File: src/rtl/picobello_irq_router_pkg.sv
// Shared constants, line encoding and hart-mapping helpers for the
// Cheshire-to-cluster interrupt router.
package picobello_irq_router_pkg;

    localparam int NumClusters   = 2;
    localparam int NrCores       = 9;
    localparam int NumExtHarts   = 18;
    localparam int IrqPipeStages = 2;
    localparam int IrqHoldCycles = 16;

    // Bit positions of the four lines of one core inside a pipe word
    localparam int LinesPerCore = 4;
    localparam int LnMeip       = 0;
    localparam int LnMtip       = 1;
    localparam int LnMsip       = 2;
    localparam int LnDbg        = 3;

    typedef enum logic {
        HOLD = 1'b0,
        RUN  = 1'b1
    } irq_state_e;

    function automatic int ext_hart_idx(
        input int hart_offset,
        input int nr_cores,
        input int c,
        input int k
    );
        return hart_offset + c * nr_cores + k;
    endfunction

    function automatic bit ext_hart_valid(
        input int hart_offset,
        input int nr_cores,
        input int num_ext_harts,
        input int c,
        input int k
    );
        return ext_hart_idx(hart_offset, nr_cores, c, k) < num_ext_harts;
    endfunction

endpackage

File: src/rtl/picobello_irq_router_pipe.sv
// Fixed-depth retiming shift register with synchronous active-low clear.
// Zero stages degenerates to a wire.
module picobello_irq_pipe #(
    parameter int Width  = 4,
    parameter int Stages = 2
) (
    input  logic             i_clk,
    input  logic             i_rst_n,
    input  logic [Width-1:0] i_d,
    output logic [Width-1:0] o_q
);

    if (Stages == 0) begin : g_wire
        logic w_unused_ctl;
        assign w_unused_ctl = i_clk ^ i_rst_n;
        assign o_q = i_d;
    end else begin : g_regs
        logic [Width-1:0] r_pipe [Stages];

        always_ff @(posedge i_clk) begin
            if (!i_rst_n) begin
                r_pipe <= '{default: '0};
            end else begin
                r_pipe[0] <= i_d;
                for (int i = 1; i < Stages; i++) begin
                    r_pipe[i] <= r_pipe[i-1];
                end
            end
        end

        assign o_q = r_pipe[Stages-1];
    end

endmodule

File: src/rtl/picobello_irq_router.sv
// Routes Cheshire external IRQ/debug lines to every cluster core through a
// retiming pipe, gated off during a quiet period after reset.
module picobello_irq_router
    import picobello_irq_router_pkg::*;
#(
    parameter int NumClusters = picobello_irq_router_pkg::NumClusters,
    parameter int NrCores     = picobello_irq_router_pkg::NrCores,
    parameter int NumExtHarts = picobello_irq_router_pkg::NumExtHarts,
    parameter int NumIrqCtxts = 2,
    parameter int HartOffset  = 0,
    parameter int PipeStages  = IrqPipeStages,
    parameter int HoldCycles  = IrqHoldCycles
) (
    input  logic                                  clk_i,
    input  logic                                  rst_ni,
    input  logic [NumIrqCtxts*NumExtHarts-1:0]    xeip_ext_i,
    input  logic [NumExtHarts-1:0]                mtip_ext_i,
    input  logic [NumExtHarts-1:0]                msip_ext_i,
    input  logic [NumExtHarts-1:0]                debug_req_ext_i,
    output logic [NumClusters-1:0][NrCores-1:0]   meip_o,
    output logic [NumClusters-1:0][NrCores-1:0]   mtip_o,
    output logic [NumClusters-1:0][NrCores-1:0]   msip_o,
    output logic [NumClusters-1:0][NrCores-1:0]   debug_req_o,
    output logic                                  ready_o
);

    localparam int CntW = (HoldCycles > 0) ? $clog2(HoldCycles + 1) : 1;
    localparam logic [CntW-1:0] CntMax  = CntW'(HoldCycles);
    localparam logic [CntW-1:0] CntLast = CntW'((HoldCycles > 0) ? HoldCycles - 1 : 0);
    localparam irq_state_e ResetState = (HoldCycles == 0) ? RUN : HOLD;
    localparam int PipeW = LinesPerCore * NrCores;

    irq_state_e      r_state;
    logic [CntW-1:0] r_cnt;
    logic            w_run;

    always_ff @(posedge clk_i) begin
        if (!rst_ni) begin
            r_state <= ResetState;
            r_cnt   <= '0;
        end else begin
            if (r_cnt != CntMax) begin
                r_cnt <= r_cnt + CntW'(1);
            end
            unique case (r_state)
                HOLD: if (r_cnt == CntLast) r_state <= RUN;
                RUN:  r_state <= RUN;
            endcase
        end
    end

    assign w_run   = (r_state == RUN);
    assign ready_o = w_run;

    // S-context bits and harts outside the mapped window are never routed
    logic w_unused_src;
    assign w_unused_src = ^{xeip_ext_i, mtip_ext_i, msip_ext_i, debug_req_ext_i};

    for (genvar c = 0; c < NumClusters; c++) begin : g_cl
        logic [PipeW-1:0] w_d;
        logic [PipeW-1:0] w_q;

        for (genvar k = 0; k < NrCores; k++) begin : g_core
            localparam int H = ext_hart_idx(HartOffset, NrCores, c, k);

            if (ext_hart_valid(HartOffset, NrCores, NumExtHarts, c, k)) begin : g_map
                assign w_d[LinesPerCore*k +: LinesPerCore] = {
                    debug_req_ext_i[H],
                    msip_ext_i[H],
                    mtip_ext_i[H],
                    xeip_ext_i[H*NumIrqCtxts]
                };
                assign meip_o[c][k]      = w_q[LinesPerCore*k + LnMeip] & w_run;
                assign mtip_o[c][k]      = w_q[LinesPerCore*k + LnMtip] & w_run;
                assign msip_o[c][k]      = w_q[LinesPerCore*k + LnMsip] & w_run;
                assign debug_req_o[c][k] = w_q[LinesPerCore*k + LnDbg]  & w_run;
            end else begin : g_tie
                logic [LinesPerCore-1:0] w_unused_q;
                assign w_d[LinesPerCore*k +: LinesPerCore] = '0;
                assign w_unused_q        = w_q[LinesPerCore*k +: LinesPerCore];
                assign meip_o[c][k]      = 1'b0;
                assign mtip_o[c][k]      = 1'b0;
                assign msip_o[c][k]      = 1'b0;
                assign debug_req_o[c][k] = 1'b0;
            end
        end

        picobello_irq_pipe #(
            .Width  (PipeW),
            .Stages (PipeStages)
        ) u_pipe (
            .i_clk   (clk_i),
            .i_rst_n (rst_ni),
            .i_d     (w_d),
            .o_q     (w_q)
        );
    end

endmodule
File: config.mk
export PLATFORM = sky130hd
export DESIGN_NAME = picobello_irq_router
export DESIGN_NICKNAME = d
export VERILOG_FILES = /design/src/rtl/picobello_irq_router_pkg.sv /design/src/rtl/picobello_irq_router_pipe.sv /design/src/rtl/picobello_irq_router.sv
export SDC_FILE = /design/constraint.sdc
export NUM_CORES = 1
export LEC_CHECK = 0
export CORE_MARGIN = 10
export CORE_UTILIZATION = 42
export CTS_CLUSTER_DIAMETER = 150
export CTS_CLUSTER_SIZE = 12
export DETAILED_ROUTE_END_ITERATION = 8
export PLACE_DENSITY = 0.76
export SLEW_MARGIN = 5
export SYNTH_ARGS = -nofsm -noshare
export SYNTH_HDL_FRONTEND = slang
export SYNTH_HIERARCHICAL = 1
export SYNTH_SLANG_ARGS = --single-unit
export TNS_END_PERCENT = 50
File: constraint.sdc
create_clock -name clk_i -period 1.1 [get_ports clk_i]
set_clock_uncertainty 0.05 [all_clocks]
set_input_delay 0.22 -clock clk_i [delete_from_list [all_inputs] [get_ports clk_i]]
set_output_delay 0.22 -clock clk_i [all_outputs]
set_load 0.02 [all_outputs]
==> impl_metrics.toml <==
[die]
die_h_um = 133
io_pins = 165
initial_core_util_pct = 42.7
num_rows = 41
fp.dieW_um = 133
coreArea_mm2 = 0.0126
die_area_mm2 = 0.0178

[detailed_routing]
vias = 3016
drt.antenna.violating_nets = 0
via_per_inst = 4.03
drc = 0
drt_iter0_markers = 86
wl_mm = 10.6
first_pass_iters = 4
avgRoutedWirePerCell_um = 14.1

[grt]
grt_start_max_net_pins = 54
grt.total_usage_pct = 11.9
grt_remaining_overflow = 0
antenna_found_initial = 0
grt_pass1_vias = 3195
grt_pass1_wl_mm = 16.8

[placement]
io_buffers = 146
dp_cells = 715
place_congestion = 0.735
place_hpwl_mm = 7.74
place_area_mm2 = 0.00658

[worst_setup_path]
cp_num_buf_inv = 2
cp_slowest_cell = "dfxtp_4"
cp_top_family = "flip-flops"
path_class = "register to output port"
required_ns = 0.83
cp-end-kind = "output port"
worst_setup_path_start_kind = "register"
max_stage_delay_ns = 0.37
crit_path_cell_trace = "buf_12 > and2_2 > buf_4"
critPathMaxFanout = 26
cp.arrival_ns = 1.27

[layout]
fin_area_mm2 = 0.00733
nets = 658
final_util_pct = 58.1
layout.cells.non_filler = 748
area_delta_synth_final_pct = 36.0
insertedDiodeCount = 0
drive_above_1_share_pct = 57.6

[sta]
fin_setup_tns_ns = -29.48
finalSetupViolations = 77
fmax_ghz = 0.651
drv_slew = 0
finalCritPeriodShare_pct = 140
worst_pin_slew_ns = 0.175
fin_ws_ns = -0.437
fin_crit_ns = 1.54
final-hold-violation-count = 0
slew_headroom_pct = 88.3
rsz0062_at_grt = "true"

[clock_tree]
cts_tree = "yes"
clkLatencyLatePin_ns = 0.41
cts-root-buf = "clkbuf_16"
numClockSinks = 150
clkSlewWorstSetupHoldPaths_ns = 0.06
cts-buffers-inserted = 17
htree_num_levels = 4
cts_buffer_depth = 2

[hold_path]
min_path_type = "input port to register"

[yosys]
synth_cell_type_count = 17
syn_area_per_cell_um2 = 11.2
syn-instance-count = 482
syn_nets = 577
netlist_area_mm2 = 0.00539
synth.yosys.seq_area_share_pct = 55.7
ys_seq_elements = 150
yosysWarningCount = 6

[power]
cellPowerDensity_mw_per_mm2 = 1670
cellLeakagePower_nw = 3.19
ir_drop_uv = 886

[run]
max_cap_viol_count = 0

[outcome]
run_status = "finished with violations"
violations = "setup timing"
-- repair_timing --
action | CTS | global route
pin swaps | 1 | 4
resized for setup | 379 | 77
setup buffers | 1 | 0
setup endpoints to repair | 78 | 78
hold buffers | 0 | 0
gates cloned | 1 | 0
-- state kept, by name (all words and copies together) (netlist names) --
register                   cells
ready_o                        1
r_cnt                          5
g_cl.u_pipe/g_regs.r_pipe     72
g_cl.u_pipe/o_q               72
-- per-stage QoR --
| step | total power [mW] | setup WS [ns] | hold slack (ns) |
|---|---|---|---|
| 3_3_place_gp | 6.44 | -0.518 | 0.378 |
| 4_1_cts | 12.4 | -0.568 | 0.120 |
| 6_report | 12.3 | -0.437 | 0.126 |
| 5_1_grt | 12.7 | -0.505 | 0.131 |
| 2_1_floorplan | 6.25 | -0.0266 | 0.287 |
| 3_5_place_dp | 6.47 | -0.546 | 0.381 |
-- path summary, 6_finish.rpt --
path | from | endpoint | slack, ns | cells past startpoint
max | ready_o$_SDFF_PN0_ | mtip_o[11] | -0.44 | 3
min | rst_ni | g_cl[1].u_pipe/o_q[17]$_SDFF_PN0_ | 0.13 | 2
max reg2reg | r_cnt[0]$_SDFFE_PN0P_ | r_cnt[4]$_SDFFE_PN0P_ | -0.08 | 4
min reg2reg | g_cl[0].u_pipe/g_regs.r_pipe[68]$_SDFF_PN0_ | g_cl[0].u_pipe/o_q[32]$_SDFF_PN0_ | 0.39 | 1
-- where the power goes --
part / switching, mW / total [mW] / internal (mW)
Sequential: 0.0646 / 5.75 / 5.69
Combinational: 0.161 / 0.591 / 0.431
Clock: 2.12 / 5.94 / 3.82
Total: 2.34 / 12.3 / 9.94
-- per-layer routing --
metal,vias up,track usage (%),wire length (um)
li1,1547,-,-
met1,1389,12.8,4310
met2,71,20.8,5610
met3,9,4.44,516
met4,0,4.35,137
met5,-,0,0
-- cell usage after synthesis --
| cell type | instances | area share (%) |
|---|---|---|
| and2_1 | 41 | 4.8 |
| clkbuf_2 | 21 | 1.9 |
| o21a_1 | 1 | 0.14 |
| and3_1 | 2 | 0.23 |
| nand4bb_1 | 1 | 0.21 |
| nand2_1 | 4 | 0.28 |
| inv_1 | 3 | 0.21 |
| xor2_1 | 1 | 0.16 |
| dfxtp_1 | 150 | 56 |
| and2_2 | 175 | 24 |
| ha_1 | 3 | 0.70 |
| and4bb_4 | 1 | 0.30 |
| buf_4 | 72 | 10 |
| nand3_1 | 1 | 0.093 |
| nand2b_1 | 2 | 0.23 |
| a21boi_0 | 1 | 0.14 |
| mux2i_1 | 3 | 0.56 |
-- cell type report --
class	instances	area, um2
clock buffers	22	484
clock inverters	10	140
fillers	1081	5290
inverters	3	11.3
multi-input cells	236	1810
flip-flops and latches	150	3010
well taps	172	215
repair buffers	155	1670
-- cells in the final DEF, fill, tap and decap left out --
cell type        count
buf_12               6
clkbuf_16           17
nand2_1              4
clkinv_2             2
a21boi_1             1
xor2_1               1
mux2i_1              3
and3_1               2
buf_4                9
nand4bb_1            1
clkbuf_1             1
and2_1               5
dfxtp_4              1
nand2b_1             2
buf_6               67
and2_2             193
ha_2                 2
buf_2                1
and2_4              18
dfxtp_1            147
clkbuf_8             4
o21a_1               1
inv_2                1
inv_1                2
nand3_1              1
and4bb_4             1
clkdlybuf4s50_1     72
bufinv_16            3
clkinvlp_4           3
ha_1                 1
dfxtp_2              2
inv_6                2
-- logic make-up (layout without fill, tap and decap cells) --
| logic type | after synthesis | after routing | share of synthesized area, % |
|---|---|---|---|
| and+or+nand+nor | 227 | 227 | 30.5 |
| adders and majority gates | 3 | 3 | 0.696 |
| muxes | 3 | 3 | 0.557 |
| buffers and inverters | 96 | 190 | 12.2 |
| DFF | 150 | 150 | 55.7 |
| AOI/OAI and AO/OA | 2 | 2 | 0.278 |
| xor gates and xnor gates | 1 | 1 | 0.162 |
(Power assumes the default switching activity.)
